==> config.mk <==
export PLATFORM = sky130hd
export DESIGN_NAME = pwm_axil_regs
export DESIGN_NICKNAME = d
export VERILOG_FILES = /design/src/rtl/pwm_axil_regs.sv
export SDC_FILE = /design/constraint.sdc
export NUM_CORES = 1
export LEC_CHECK = 0
export BUFFER_PORTS_ARGS = -buffer_cell sky130_fd_sc_hd__buf_2
export CAP_MARGIN = 40
export CORE_UTILIZATION = 23
export DETAILED_ROUTE_END_ITERATION = 7
export GPL_TIMING_DRIVEN = 0
export PLACE_DENSITY = 0.47
export SLEW_MARGIN = 20
export SYNTH_ARGS = -nofsm -noshare
export SYNTH_HDL_FRONTEND = slang
export SYNTH_SLANG_ARGS = --single-unit
==> constraint.sdc <==
create_clock -name ACLK -period 3.05 [get_ports ACLK]
set_input_delay 0.1525 -clock ACLK [delete_from_list [all_inputs] [get_ports ACLK]]
set_output_delay 0.1525 -clock ACLK [all_outputs]
set_load 0.05 [all_outputs]
==> src/rtl/pwm_axil_regs.sv <==
// AXI4-Lite control/status register bank for the AXI-Stream PWM generator.
// Define PWM_AXIL_SLVERR_EN to answer RO/unmapped accesses with SLVERR.
module pwm_axil_regs #(
  parameter int ADDR_WIDTH = 5,
  parameter int DATA_WIDTH = 32
) (
  input  logic                    ACLK,
  input  logic                    ARESETN,
  input  logic [ADDR_WIDTH-1:0]   S_AXI_AWADDR,
  input  logic [2:0]              S_AXI_AWPROT,
  input  logic                    S_AXI_AWVALID,
  output logic                    S_AXI_AWREADY,
  input  logic [DATA_WIDTH-1:0]   S_AXI_WDATA,
  input  logic [DATA_WIDTH/8-1:0] S_AXI_WSTRB,
  input  logic                    S_AXI_WVALID,
  output logic                    S_AXI_WREADY,
  output logic [1:0]              S_AXI_BRESP,
  output logic                    S_AXI_BVALID,
  input  logic                    S_AXI_BREADY,
  input  logic [ADDR_WIDTH-1:0]   S_AXI_ARADDR,
  input  logic [2:0]              S_AXI_ARPROT,
  input  logic                    S_AXI_ARVALID,
  output logic                    S_AXI_ARREADY,
  output logic [DATA_WIDTH-1:0]   S_AXI_RDATA,
  output logic [1:0]              S_AXI_RRESP,
  output logic                    S_AXI_RVALID,
  input  logic                    S_AXI_RREADY,
  output logic [DATA_WIDTH-1:0]   cfg_reg0,
  output logic [DATA_WIDTH-1:0]   cfg_reg1,
  output logic [DATA_WIDTH-1:0]   cfg_reg2,
  output logic [DATA_WIDTH-1:0]   cfg_reg3,
  output logic [3:0]              cfg_wr_pulse,
  input  logic [DATA_WIDTH-1:0]   status_in
);

  localparam int NB = DATA_WIDTH / 8;
  localparam logic [1:0] RESP_OKAY = 2'b00;
`ifdef PWM_AXIL_SLVERR_EN
  localparam logic [1:0] RESP_ERR = 2'b10;
`else
  localparam logic [1:0] RESP_ERR = 2'b00;
`endif

  typedef enum logic [1:0] {W_IDLE, W_ACK, W_RESP} w_state_t;
  typedef enum logic [1:0] {R_IDLE, R_ACK, R_DATA} r_state_t;

  w_state_t w_state, w_next;
  r_state_t r_state, r_next;

  logic [DATA_WIDTH-1:0] regs [4];
  logic [DATA_WIDTH-1:0] rd_value;
  logic [2:0]            wr_word;
  logic [2:0]            rd_word;
  logic                  unused;

  function automatic logic [DATA_WIDTH-1:0] apply_strb(input logic [DATA_WIDTH-1:0] cur,
                                                       input logic [DATA_WIDTH-1:0] nxt,
                                                       input logic [NB-1:0] strb);
    logic [DATA_WIDTH-1:0] res;
    res = cur;
    for (int k = 0; k < NB; k++)
      if (strb[k]) res[8*k +: 8] = nxt[8*k +: 8];
    return res;
  endfunction

  // Status word is read-only, so a write to it is an error when errors are enabled.
  function automatic logic [1:0] wr_resp(input logic [2:0] word);
    return (word >= 3'd4) ? RESP_ERR : RESP_OKAY;
  endfunction

  function automatic logic [1:0] rd_resp(input logic [2:0] word);
    return (word >= 3'd5) ? RESP_ERR : RESP_OKAY;
  endfunction

  assign wr_word = S_AXI_AWADDR[4:2];
  assign rd_word = S_AXI_ARADDR[4:2];
  assign unused  = ^{S_AXI_AWPROT, S_AXI_ARPROT, S_AXI_AWADDR[1:0], S_AXI_ARADDR[1:0]};

  assign S_AXI_AWREADY = (w_state == W_ACK);
  assign S_AXI_WREADY  = (w_state == W_ACK);
  assign S_AXI_BVALID  = (w_state == W_RESP);
  assign S_AXI_ARREADY = (r_state == R_ACK);
  assign S_AXI_RVALID  = (r_state == R_DATA);

  assign cfg_reg0 = regs[0];
  assign cfg_reg1 = regs[1];
  assign cfg_reg2 = regs[2];
  assign cfg_reg3 = regs[3];

  always_ff @(posedge ACLK) begin
    if (!ARESETN) begin
      w_state <= W_IDLE;
      r_state <= R_IDLE;
    end else begin
      w_state <= w_next;
      r_state <= r_next;
    end
  end

  always_comb begin
    w_next = w_state;
    case (w_state)
      W_IDLE:  if (S_AXI_AWVALID && S_AXI_WVALID && !S_AXI_BVALID) w_next = W_ACK;
      W_ACK:   w_next = W_RESP;
      W_RESP:  if (S_AXI_BREADY) w_next = W_IDLE;
      default: w_next = W_IDLE;
    endcase
  end

  always_comb begin
    r_next = r_state;
    case (r_state)
      R_IDLE:  if (S_AXI_ARVALID && !S_AXI_RVALID) r_next = R_ACK;
      R_ACK:   r_next = R_DATA;
      R_DATA:  if (S_AXI_RREADY) r_next = R_IDLE;
      default: r_next = R_IDLE;
    endcase
  end

  // Commit happens on the edge that closes the AW/W handshake.
  always_ff @(posedge ACLK) begin
    if (!ARESETN) begin
      for (int i = 0; i < 4; i++) regs[i] <= '0;
      cfg_wr_pulse <= '0;
      S_AXI_BRESP  <= RESP_OKAY;
    end else begin
      cfg_wr_pulse <= '0;
      if (w_state == W_ACK) begin
        if (!wr_word[2]) begin
          regs[wr_word[1:0]]         <= apply_strb(regs[wr_word[1:0]], S_AXI_WDATA, S_AXI_WSTRB);
          cfg_wr_pulse[wr_word[1:0]] <= 1'b1;
        end
        S_AXI_BRESP <= wr_resp(wr_word);
      end
    end
  end

  always_comb begin
    rd_value = '0;
    case (rd_word)
      3'd0:    rd_value = regs[0];
      3'd1:    rd_value = regs[1];
      3'd2:    rd_value = regs[2];
      3'd3:    rd_value = regs[3];
      3'd4:    rd_value = status_in;
      default: rd_value = '0;
    endcase
  end

  // Captured from pre-commit register contents when a write lands on the same edge.
  always_ff @(posedge ACLK) begin
    if (!ARESETN) begin
      S_AXI_RDATA <= '0;
      S_AXI_RRESP <= RESP_OKAY;
    end else if (r_state == R_ACK) begin
      S_AXI_RDATA <= rd_value;
      S_AXI_RRESP <= rd_resp(rd_word);
    end
  end

endmodule

==> summary.txt, run 1 <==
Outcome
  • Status: finished, final reports clean

Routing
  • Vias: 6195
  • Routed length per instance: 20.6 um
  • Drt first pass iters: 5
  • Detailed router's first-iteration violation count: around 350
  • Remaining antenna violation count after routing: 0
  • DRC errors left: 0
  • Detailed Route WL: 29400 um
  • Avg Vias per Cell: 4.34

Clocking
  • Number of sinks on the clock net: 168
  • Clk_lat worst skew: 0.44 ns
  • Clock buffer count from CTS: 17
  • Max clock buf depth: 2
  • Number of hold-repair buffers added at the cts stage: 22
  • Clock transition at path regs: 0.07 ns
  • CTS resizes: 0
  • Postcts setup bufs: 0
  • Clock tree from TritonCTS: built
  • CTS root buffer: clkbuf_16
  • Count of H-tree levels built during CTS: 4

GRT
  • Initial antenna violation count: 1
  • Via count of the first global-routing pass: 6268
  • Largest net degree at the start of global routing: 17
  • All-layer global routing usage: between 10% and 20%
  • First-pass GRT wire length: 41400 um
  • GRT overflow: 0

Worst setup path
  • Setup crit start kind: register
  • Logic depth of the worst register-to-register path: 4
  • Critical Path End Type: register
  • Worst path cell trace: and4bb_1, nand3b_2, o21ai_1, buf_4
  • Required time at the worst-slack endpoint: roughly 3.2 ns
  • Crit-path slowest cell: o21ai_1
  • Startpoint of the worst-slack reg-to-reg timing path: w_state[0]
  • Flop-to-flop setup slack: roughly 0.77 ns
  • Highest net fanout along the worst path: 10
  • RR Endpoint: regs[2][25]
  • CP peak stage delay: 0.62 ns
  • WS Path Type: reg -> reg
  • Buffers plus inverters on the worst setup path: 1
  • CP delay by family, top: simple AND/OR/NAND/NOR gates
  • Arrival time at the worst endpoint: roughly 2.4 ns

STA
  • Total negative slack for setup checks: 0 ns
  • Number of endpoints failing setup at the final stage: 0
  • Worst slew margin relative to its limit: 44.2%
  • Post-layout minimum cycle time: 2.28 ns
  • Number of endpoints with negative hold slack in the final report: 0
  • Share of the cycle needed by the critical path after routing: 74.9%
  • Final Slew Violations: 0
  • Unrepaired setup endpoints after global routing: false
  • Worst setup skew after layout: about 0.014 ns
  • Maximum clock frequency: 0.438 GHz
  • Transition time of the tightest slew-check pin: 0.838 ns

Power
  • Switching part of the total: 29.1%
  • Share of power burned in the clock network: approximately two fifths
  • Worst voltage drop across the vdd grid: 0.377 mV
  • Combinational group share of total power: 15.1%
  • Cell-internal power: 3.98 mW
  • Switching Power: 1.63 mW
  • Sequential Power Share: 46.1%
  • Leakage dissipation: 4.32 nW
  • Ratio of total power to cell area: approximately 540 nW/um2

Finish
  • Final Net Count: 1061
  • Most frequent standard cell in the layout excluding fill and tap cells: buf_2
  • Leading cell types in the layout, fill and taps excluded: buf_2 (259), edfxtp_1 (128), nor2_1 (99), nand2_1 (71), mux2i_1 (64)
  • Layout cell share with drive strength beyond 1: about a third
  • Layout Cells excl Fill: 1427
  • Layout Area Growth over Synthesis: 35.6%

Synthesis
  • Async set-reset flop share out of synthesis: 0%
  • Proportion of synthesized area in mux cells: 8.43%
  • Share of synthesized cell area in full adder, half adder and majority cells: 0%
  • Sequential area share after synthesis: 61.1%
  • Summed instance area of the synthesized netlist: 7600 um2
  • Most used flip-flop cell after synthesis: edfxtp_1
  • Avg Cell Area, Syn: 11.4 um2
  • Compound-gate portion of the synthesized area: a little under a tenth
  • Share of the synthesized netlist area taken by xor and xnor gates: 0%
  • Number of warnings printed during yosys synthesis: 0
  • Number of enable-type register cells in the synthesized netlist: 128
  • Simple logic cell fraction of the synthesized area: 16.3%
  • Combinational family with the most area after synthesis: simple AND/OR/NAND/NOR gates
  • Cell variety after synth: 35
  • Number of flip-flops and latches in the synthesized netlist: 168
  • Count of mapped cells out of synthesis: 666

Placement
  • Placer congestion estimate: about 0.78
  • Estimated wirelength of the detail-placed design: 22200 um
  • Number of port buffers: 246
  • Number of placed cells counting well taps: 1371

Floorplanning
  • Starting density of the core: 23.4%
  • Core Area: between 30000 and 40000 um2
  • Count of standard-cell rows: 66
  • Die extent in x: approximately 180 um
  • DIE AREA: 33800 um2
  • Chip height: 184 um
  • I/O pin total: 264

Job
  • Max capacitance violation total: 0

Hold path
  • Worst Hold Depth: 2
  • Class of the worst hold path: in -> reg
  • Hold Crit Start: S_AXI_WDATA[4]
  • Endpoint of the worst hold path: regs[3][4]
[routing by layer]
layer	vias up	track usage (%)	wire [um]	part of all wire (%)
li1	2965	-	-	-
met3	22	3.61	1560	5.3
met5	-	0	0	0
met4	0	4.57	326	1.1
met1	3003	23.0	13700	47
met2	205	28.8	13800	47
[layout make-up]
| type | instances | area [um2] |
|---|---|---|
| buffer | 57 | 343 |
| clock inverter | 15 | 153 |
| tap | 442 | 553 |
| antenna | 2 | 5.00 |
| fill | 3474 | 22200 |
| timing repair buffer | 282 | 1560 |
| inverter | 8 | 30.0 |
| multi-input combinational | 436 | 2600 |
| sequential | 168 | 4640 |
| clock buffer | 17 | 425 |
[state kept, by name (all words and copies together), names as in the netlist]
name	flops
cfg_wr_pulse	4
regs	128
S_AXI_RDATA	32
r_state	2
w_state	2
[metrics by stage]
| step | utilization (%) | setup WS [ns] | power [mW] | hold slack (ns) | instance area, um2 |
|---|---|---|---|---|---|
| detailed placement | 29.2 | 0.791 | 3.47 | 0.391 | 9510 |
| CTS | 31.7 | 0.768 | 5.68 | 0.00144 | 10300 |
| floorplan | - | 1.05 | 3.17 | 0.280 | 7610 |
| finish | 31.7 | 0.766 | 5.61 | 0.0196 | 10300 |
| global route | 31.7 | 0.676 | 5.81 | 0.00594 | 10300 |
| global placement | 28.9 | 0.161 | 3.46 | 0.393 | 9400 |
[kinds of logic after synthesis]
family          Yosys count
other cells               1
buf+inv                  65
simple gates            254
compound gates          114
mux                      64
flops                   168
[worst max-delay path by stage]
stage	start	endpoint	depth (start not counted)	slack, ns
2_1_floorplan	w_state[1]	regs[0][0]	4	1.05
3_3_place_gp	w_state[0]	regs[2][27]	3	0.16
3_5_place_dp	w_state[0]	regs[2][24]	4	0.79
4_1_cts	w_state[0]	regs[2][25]	4	0.77
5_1_grt	w_state[0]	regs[2][25]	4	0.68
6_report	w_state[0]	regs[2][25]	4	0.77
[cell usage after synthesis (2+ instances only)]
library cell	number	area share, %
a21boi_0	12	1.2
a21boi_1	20	2.0
a21oi_1	3	0.20
and2_1	32	2.6
buf_2	13	0.86
buf_4	10	0.99
buf_6	10	1.5
clkbuf_1	23	1.1
dfxtp_1	40	11
edfxtp_1	128	51
inv_1	8	0.39
mux2i_1	64	8.4
nand2_1	71	3.5
nand2b_1	3	0.25
nor2_1	99	4.9
nor2b_1	5	0.41
nor3_1	2	0.13
nor3b_1	32	3.2
o21a_1	3	0.30
o21ai_0	43	2.8
o22ai_1	31	2.6
[power groups by stage]
stage / clock [mW] / combinational, mW / sequential, mW
after floorplan: 0 / 0.259 / 2.91
after global placement: 0 / 0.816 / 2.64
after detailed placement: 0 / 0.833 / 2.64
after CTS: 2.24 / 0.858 / 2.59
after global routing: 2.32 / 0.896 / 2.60
final: 2.18 / 0.849 / 2.59
(Power assumes the default switching activity.)
==> inputs of run 2 (changes only) <==
--- a/config.mk
+++ b/config.mk
@@ -5,12 +5,13 @@
 export SDC_FILE = /design/constraint.sdc
 export NUM_CORES = 1
 export LEC_CHECK = 0
+export ABC_AREA = 1
 export BUFFER_PORTS_ARGS = -buffer_cell sky130_fd_sc_hd__buf_2
 export CAP_MARGIN = 40
 export CORE_UTILIZATION = 23
 export DETAILED_ROUTE_END_ITERATION = 7
 export GPL_TIMING_DRIVEN = 0
-export PLACE_DENSITY = 0.47
+export PLACE_DENSITY = 0.48
 export SLEW_MARGIN = 20
 export SYNTH_ARGS = -nofsm -noshare
 export SYNTH_HDL_FRONTEND = slang
==> constraint.sdc (replaced) <==
create_clock -name ACLK -period 2 [get_ports ACLK]
set_input_delay 0.1 -clock ACLK [delete_from_list [all_inputs] [get_ports ACLK]]
set_output_delay 0.1 -clock ACLK [all_outputs]
set_load 0.05 [all_outputs]
==> run 2 against run 1 <==
Setup slack worse by 0.62 ns. Area after synthesis is 3.2% higher. Die area is 3.2% higher. Synthesized cell count is 19% higher. Sequential cell count stayed put.
==> summary.txt, run 2 <==
Synthesis
  • Most instantiated cells after synthesis: nor2_1 (136), nand3_1 (130), edfxtp_1 (128) (was edfxtp_1 (128), nor2_1 (99), nand2_1 (71))
  • Most used flip-flop cell after synthesis: edfxtp_1 (unchanged)
  • Share of the synthesized netlist area taken by xor and xnor gates: 0% (unchanged)
  • Share of synthesized cell area in full adder, half adder and majority cells: 0% (unchanged)
  • Top cell type's share of synthesized area: 49.0% (was 50.6%)
  • Count of mapped cells out of synthesis: 791 (was 666)
  • Compound-gate portion of the synthesized area: 7.62% (was 9.23%)
  • Cell type with the largest total area after synthesis: edfxtp_1 (unchanged)
  • Cell variety after synth: 28 (was 35)
  • Number of enable-type register cells in the synthesized netlist: 128 (unchanged)
  • Proportion of synthesized area in mux cells: 0% (was 8.43%)
  • Combinational family with the most area after synthesis: simple AND/OR/NAND/NOR gates (unchanged)
  • Avg Cell Area, Syn: 9.92 um2 (was 11.4 um2)
  • Cell with the most instances after synthesis: nor2_1 (was edfxtp_1)
  • Synth area leaders: edfxtp_1 (49%), dfxtp_1 (10%), nand3_1 (8.3%) (was edfxtp_1 (51%), dfxtp_1 (11%), mux2i_1 (8.4%))
  • Async set-reset flop share out of synthesis: 0% (unchanged)
  • Simple logic cell fraction of the synthesized area: 25.2% (was 16.3%)
  • Sequential area share after synthesis: 59.2% (was 61.1%)
  • Number of flip-flops and latches in the synthesized netlist: 168 (unchanged)
  • Number of warnings printed during yosys synthesis: 0 (unchanged)
  • Summed instance area of the synthesized netlist: 7850 um2 (was 7600 um2)

Worst setup path
  • Setup crit start kind: register (unchanged)
  • WS Path Type: reg -> reg (unchanged)
  • Logic depth of the worst register-to-register path: 9 (was 4)
  • Arrival time at the worst endpoint: 1.97 ns (was 2.43 ns)
  • Required time at the worst-slack endpoint: 2.11 ns (was 3.20 ns)
  • RR Endpoint: regs[0][22] (was regs[2][25])
  • Startpoint of the worst-slack reg-to-reg timing path: w_state[0] (unchanged)
  • Worst setup path endpoint: regs[0][22] (was regs[2][25])
  • Critical Path End Type: register (unchanged)
  • CP Launch Point: w_state[0] (unchanged)
  • Flop-to-flop setup slack: 0.14 ns (was 0.77 ns)
  • Highest net fanout along the worst path: 10 (unchanged)

STA
  • Worst slew margin relative to its limit: 39.6% (was 44.2%)
  • Post-layout minimum cycle time: 1.86 ns (was 2.28 ns)
  • Worst Setup Slack, final: 0.142 ns (was 0.766 ns)
  • Number of endpoints with negative hold slack in the final report: 0 (unchanged)
  • Total negative slack for setup checks: 0 ns (unchanged)
  • Maximum clock frequency: 0.538 GHz (was 0.438 GHz)
  • Transition time of the tightest slew-check pin: 0.906 ns (was 0.838 ns)
  • Unrepaired setup endpoints after global routing: false (unchanged)
  • WHS: 0.0143 ns (was 0.0196 ns)
  • Number of endpoints failing setup at the final stage: 0 (unchanged)
  • Final Slew Violations: 0 (unchanged)
  • Share of the cycle needed by the critical path after routing: 92.9% (was 74.9%)
  • Worst setup skew after layout: 0.00921 ns (was 0.0143 ns)

Routing
  • DRC errors left: 0 (unchanged)
  • Vias: 6961 (was 6195)
  • Drt first pass iters: 5 (unchanged)
  • Remaining antenna violation count after routing: 0 (unchanged)
  • Routed length per instance: 21.6 um (was 20.6 um)
  • Detailed Route WL: 32900 um (was 29400 um)
  • Avg Vias per Cell: 4.56 (was 4.34)
  • Detailed router's first-iteration violation count: 418 (was 351)

Finish
  • Final Net Count: 1156 (was 1061)
  • Leading cell types in the layout, fill and taps excluded: buf_2 (265), nor2_1 (136), nand3_1 (130), edfxtp_1 (128), inv_1 (75) (was buf_2 (259), edfxtp_1 (128), nor2_1 (99), nand2_1 (71), mux2i_1 (64))
  • Layout cell share with drive strength beyond 1: 33.5% (was 33.3%)
  • Layout Area Growth over Synthesis: 33.3% (was 35.6%)
  • Flip-flop count of the largest register after layout: 128 (unchanged)
  • Top flop regs: regs x128, S_AXI_RDATA x32, cfg_wr_pulse x4 (unchanged)
  • Inserted Diodes: 0 (was 2)
  • Register bank with the most flops: regs (unchanged)
  • Most frequent standard cell in the layout excluding fill and tap cells: buf_2 (unchanged)

Clocking
  • Clock transition at path regs: 0.07 ns (about the same)
  • CTS root buffer: clkbuf_16 (unchanged)
  • Clock tree from TritonCTS: built (unchanged)
  • Count of H-tree levels built during CTS: 4 (unchanged)
  • Clock buffer count from CTS: 17 (unchanged)
  • Number of sinks on the clock net: 168 (unchanged)
  • Clk_lat worst skew: 0.43 ns (was 0.44 ns)
  • Max clock buf depth: 2 (unchanged)

Floorplanning
  • Die extent in x: 187 um (was 184 um)
  • Count of standard-cell rows: 67 (was 66)
  • Starting density of the core: 23.4% (about the same)
  • Chip height: 187 um (was 184 um)
  • DIE AREA: 34900 um2 (was 33800 um2)
  • I/O pin total: 264 (unchanged)
  • Core Area: 33500 um2 (was 32500 um2)

Placement
  • Number of port buffers: 243 (was 246)
  • Placer congestion estimate: 0.814 (was 0.782)
  • Setup Slack @ Placement: -0.0820 ns (was 0.791 ns)
  • Estimated wirelength of the detail-placed design: 24400 um (was 22200 um)

GRT
  • Initial antenna violation count: 0 (was 1)
  • Largest net degree at the start of global routing: 17 (unchanged)
  • First-pass GRT wire length: 47000 um (was 41400 um)
  • Met1 track demand over resource: 26.3% (was 23.0%)
  • All-layer global routing usage: 18.8% (was 17.4%)
  • Via count of the first global-routing pass: 6944 (was 6268)
  • Met3 usage: 3.52% (was 3.61%)
  • Global route hottest layer: met2 (unchanged)
  • Met2 layer usage reported by global route: 29.3% (was 28.8%)
  • GRT overflow: 0 (unchanged)

Outcome
  • Status: finished, final reports clean (unchanged)

Hold path
  • Worst Hold Depth: 3 (was 2)
  • Class of the worst hold path: in -> reg (unchanged)

Power
  • Leakage dissipation: 4.78 nW (was 4.32 nW)
  • Ratio of total power to cell area: 869 nW/um2 (was 544 nW/um2)
  • Worst voltage drop across the vdd grid: 0.559 mV (was 0.377 mV)

Job
  • Max capacitance violation total: 0 (unchanged)
[run 2: how the worst min path moves through the flow]
stage / start / slack (ns) / endpoint
floorplan: S_AXI_BREADY / 0.20 / w_state[1]
global placement: S_AXI_BREADY / 0.29 / w_state[1]
detailed placement: S_AXI_BREADY / 0.29 / w_state[1]
CTS: S_AXI_WDATA[28] / 0.0004 / regs[1][28]
global route: S_AXI_WDATA[24] / 0.01 / regs[0][24]
finish: S_AXI_WDATA[25] / 0.01 / regs[2][25]
[run 2: worst max-delay path, cell delays in order (launching register included)]
cell	delay, ns
dfxtp_1	0.35
inv_2	0.06
nor2_4	0.12
nand2_4	0.08
nor2_8	0.13
o21ai_2	0.08
nand2_4	0.09
buf_12	0.17
nand3_4	0.17
nand2_2	0.28
[run 2: repair_timing]
| item | in CTS | in global routing |
|---|---|---|
| pin swaps | 0 | 0 |
| setup buffers | 0 | 0 |
| hold buffers | 7 | 0 |
| gates resized for setup | 6 | 11 |
| setup endpoints to repair | 34 | 77 |
| hold endpoints to repair | 9 | 0 |
[run 2: final cells by class]
type	count	area (um2)
clock buffers	19	433
plain buffers	57	314
multi-input cells	487	2670
inverters	82	313
clock inverters	13	216
flip-flops and latches	168	4640
fillers	3626	23100
repair buffers	252	1310
well taps	448	561
[run 2: logic make-up after synthesis]
logic type,count (synthesis)
compound gates,102
simple gates,381
buf+inv,139
flops,168
other cells,1
[run 2: metrics by stage]
| step | instances | power [mW] | util, % | cell area (um2) |
|---|---|---|---|---|
| 2_1_floorplan | 794 | 4.88 | - | 7880 |
| 3_3_place_gp | 1485 | 5.36 | 28.8 | 9650 |
| 3_5_place_dp | 1486 | 5.37 | 28.8 | 9670 |
| 4_1_cts | 1525 | 9.12 | 31.0 | 10400 |
| 5_1_grt | 1526 | 9.35 | 31.2 | 10500 |
| 6_report | 1526 | 9.10 | 31.2 | 10500 |
[run 2: power by group]
part           switching [mW]  internal, mW
logic                    1.06         0.288
clock network            1.55          2.24
registers              0.0869          3.87
total                    2.69          6.40
[run 2: metal layers]
| metal | wire length [um] | vias to the layer above |
|---|---|---|
| met5 | 0 | - |
| met3 | 1780 | 38 |
| met4 | 701 | 0 |
| met2 | 14900 | 281 |
| met1 | 15500 | 3383 |
| li1 | - | 3259 |
==> inputs of run 3 (changes only) <==
--- a/config.mk
+++ b/config.mk
@@ -16,3 +16,4 @@
 export SYNTH_ARGS = -nofsm -noshare
 export SYNTH_HDL_FRONTEND = slang
 export SYNTH_SLANG_ARGS = --single-unit
+export TNS_END_PERCENT = 20
==> constraint.sdc (replaced) <==
create_clock -name ACLK -period 2 [get_ports ACLK]
set_input_delay 0.2 -clock ACLK [delete_from_list [all_inputs] [get_ports ACLK]]
set_output_delay 0.2 -clock ACLK [all_outputs]
set_load 0.05 [all_outputs]
==> run 3 against run 2 <==
Core utilization down 0.26 points. Critical path depth unchanged. Sequential cell count unchanged. Register-to-register slack lost 0.03 ns. Sequential power about the same. Combinational power about the same. First-iteration DRC count up 32%. Clock power fell by 10%. Fmax decreased by 1.7%. Setup slack got worse by 0.032 ns. Wire length increased by 0.47%. Total power down 4.2%.
==> summary.txt, run 3 (same netlist as run 2, synthesis figures left out) <==
Outcome
  • Status: finished, final reports clean (unchanged)

GRT
  • All-layer global routing usage: 18.8% (about the same)
  • Initial antenna violation count: 2 (was 0)
  • GRT overflow: 0 (unchanged)
  • First-pass GRT wire length: 46400 um (was 47000 um)
  • Largest net degree at the start of global routing: 17 (unchanged)
  • Via count of the first global-routing pass: 6932 (was 6944)

Worst setup path
  • Critical Path End Type: register (unchanged)
  • Arrival time at the worst endpoint: 2.00 ns (was 1.97 ns)
  • Setup crit start kind: register (unchanged)
  • Flop-to-flop setup slack: 0.11 ns (was 0.14 ns)
  • WS Path Type: reg -> reg (unchanged)
  • Required time at the worst-slack endpoint: 2.11 ns (about the same)
  • Highest net fanout along the worst path: 10 (unchanged)

Finish
  • Layout Area Growth over Synthesis: 32.2% (was 33.3%)
  • Final std cell area, no fill: 10400 um2 (was 10500 um2)
  • Layout Cells excl Fill: 1527 (was 1526)
  • Core utilization of the finished layout: 30.9% (was 31.2%)
  • Leading cell types in the layout, fill and taps excluded: buf_2 (265), nor2_1 (136), nand3_1 (130), edfxtp_1 (128), inv_1 (75) (unchanged)
  • Final Net Count: 1155 (was 1156)
  • Most frequent standard cell in the layout excluding fill and tap cells: buf_2 (unchanged)
  • Flip-flop count of the largest register after layout: 128 (unchanged)
  • Layout cell share with drive strength beyond 1: 33.4% (was 33.5%)
  • Top flop regs: regs x128, S_AXI_RDATA x32, cfg_wr_pulse x4 (unchanged)
  • Register bank with the most flops: regs (unchanged)

STA
  • WHS: 0.0250 ns (was 0.0143 ns)
  • Share of the cycle needed by the critical path after routing: 94.5% (was 92.9%)
  • Worst setup skew after layout: 0.0118 ns (was 0.00921 ns)
  • Post-layout minimum cycle time: 1.89 ns (was 1.86 ns)
  • Number of endpoints with negative hold slack in the final report: 0 (unchanged)
  • Number of endpoints failing setup at the final stage: 0 (unchanged)
  • Final Slew Violations: 0 (unchanged)
  • Worst slew margin relative to its limit: 42.9% (was 39.6%)
  • Maximum clock frequency: 0.529 GHz (was 0.538 GHz)
  • Transition time of the tightest slew-check pin: 0.856 ns (was 0.906 ns)
  • Unrepaired setup endpoints after global routing: true (was false)

Power
  • Worst voltage drop across the vdd grid: 0.589 mV (was 0.559 mV)
  • Final Power: 8.71 mW (was 9.10 mW)
  • Leakage dissipation: 4.74 nW (was 4.78 nW)
  • Share of power burned in the clock network: 39.2% (was 41.7%)
  • Switching part of the total: 29.8% (was 29.6%)
  • Cell-internal power: 6.12 mW (was 6.40 mW)
  • Ratio of total power to cell area: 840 nW/um2 (was 869 nW/um2)
  • Sequential Power Share: 45.4% (was 43.6%)
  • Switching Power: 2.60 mW (was 2.69 mW)
  • Combinational group share of total power: 15.4% (was 14.8%)

Routing
  • Vias: 7022 (was 6961)
  • Routed length per instance: 21.7 um (was 21.6 um)
  • Remaining antenna violation count after routing: 0 (unchanged)
  • Detailed router's first-iteration violation count: 550 (was 418)
  • Avg Vias per Cell: 4.60 (was 4.56)
  • Detailed Route WL: 33100 um (was 32900 um)
  • DRC errors left: 0 (unchanged)
  • Drt first pass iters: 5 (unchanged)

Job
  • Max capacitance violation total: 0 (unchanged)

Clocking
  • Count of H-tree levels built during CTS: 4 (unchanged)
  • CTS root buffer: clkbuf_16 (unchanged)
  • Number of sinks on the clock net: 168 (unchanged)
  • Clk_lat worst skew: 0.44 ns (was 0.43 ns)
  • Max clock buf depth: 2 (unchanged)
  • Clock tree from TritonCTS: built (unchanged)
  • Clock buffer count from CTS: 17 (unchanged)
  • Clock transition at path regs: 0.07 ns (about the same)

Placement
  • Number of port buffers: 243 (unchanged)
  • Placed cell areas: 9670 um2 (about the same)
  • Number of placed cells counting well taps: 1488 (was 1486)
  • Estimated wirelength of the detail-placed design: 24200 um (was 24400 um)
  • Placer congestion estimate: 0.771 (was 0.814)

Floorplanning
  • Chip height: 187 um (unchanged)
  • Count of standard-cell rows: 67 (unchanged)
  • Starting density of the core: 23.4% (unchanged)
  • Core Area: 33500 um2 (unchanged)
  • DIE AREA: 34900 um2 (unchanged)
  • I/O pin total: 264 (unchanged)
  • Die extent in x: 187 um (unchanged)

Hold path
  • Class of the worst hold path: in -> reg (unchanged)
-- run 3: changes by cell type in the layout (fill, tap and decap cells not counted), moves of 2 or more --
cell           before  now
dlygate4sd3_1       7    4
clkinv_4            1    4
inv_6               5    1
clkinv_1            0    3
diode_2             0    2
a21oi_4             4    2
buf_4               9   11
bufinv_16           5    3
a21oi_2             0    2
-- run 3: what timing repair did --
action / in CTS / in global routing
hold endpoints to repair: 3 / 0
buffers inserted: 0 / 0
resized for setup: 13 / 4
hold buffers: 4 / 0
gates cloned: 0 / 0
setup endpoints to repair: 95 / 31
-- run 3: through the flow --
| step | setup WS (ns) | TNS (ns) |
|---|---|---|
| after global placement | -0.504 | -11.60 |
| after global routing | -0.000201 | -0.000260 |
| after floorplan | -0.0413 | -0.986 |
| after CTS | 0.0138 | 0 |
| final | 0.110 | 0 |
| after detailed placement | -0.109 | -4.84 |
-- run 3: metal layers --
metal	global-route usage, %	wire length (um)	vias up
met2	31.3	15600	281
met5	0	0	-
met3	4.12	2090	35
met4	6.78	782	0
li1	-	-	3268
met1	23.9	14600	3438
-- run 3: worst paths after layout --
check,start,to,depth (start not counted)
hold / removal,S_AXI_RREADY,r_state[1],4
setup reg to reg,w_state[0],regs[0][8],9
setup / recovery,w_state[0],regs[0][8],9
hold reg to reg,w_state[0],w_state[0],1
-- run 3: power groups by stage --
stage                     Combinational, mW  Sequential, mW  Clock [mW]
after floorplan                       0.412            4.46           0
after global placement                 1.32            4.04           0
after detailed placement               1.33            4.04           0
after CTS                              1.35            3.96        3.49
after global routing                   1.41            3.97        3.60
final                                  1.34            3.96        3.41
-- run 3: area by class of cell --
| type | instances | area (um2) |
|---|---|---|
| plain buffers | 57 | 314 |
| inverters | 82 | 313 |
| fillers | 3615 | 23200 |
| clock inverters | 13 | 156 |
| flip-flops and latches | 168 | 4640 |
| diodes | 2 | 5.00 |
| well taps | 448 | 561 |
| repair buffers | 251 | 1290 |
| clock buffers | 19 | 433 |
| multi-input cells | 487 | 2660 |
-- run 3: worst max-delay path, cell delays in order (launching register included) --
cell and delay [ns]:
dfxtp_1 0.34, inv_2 0.05, nor2_4 0.12, nand2_4 0.08
nor2_8 0.13, o21ai_2 0.09, nand2_4 0.09, buf_12 0.16
nand3_4 0.18, nand2_2 0.29
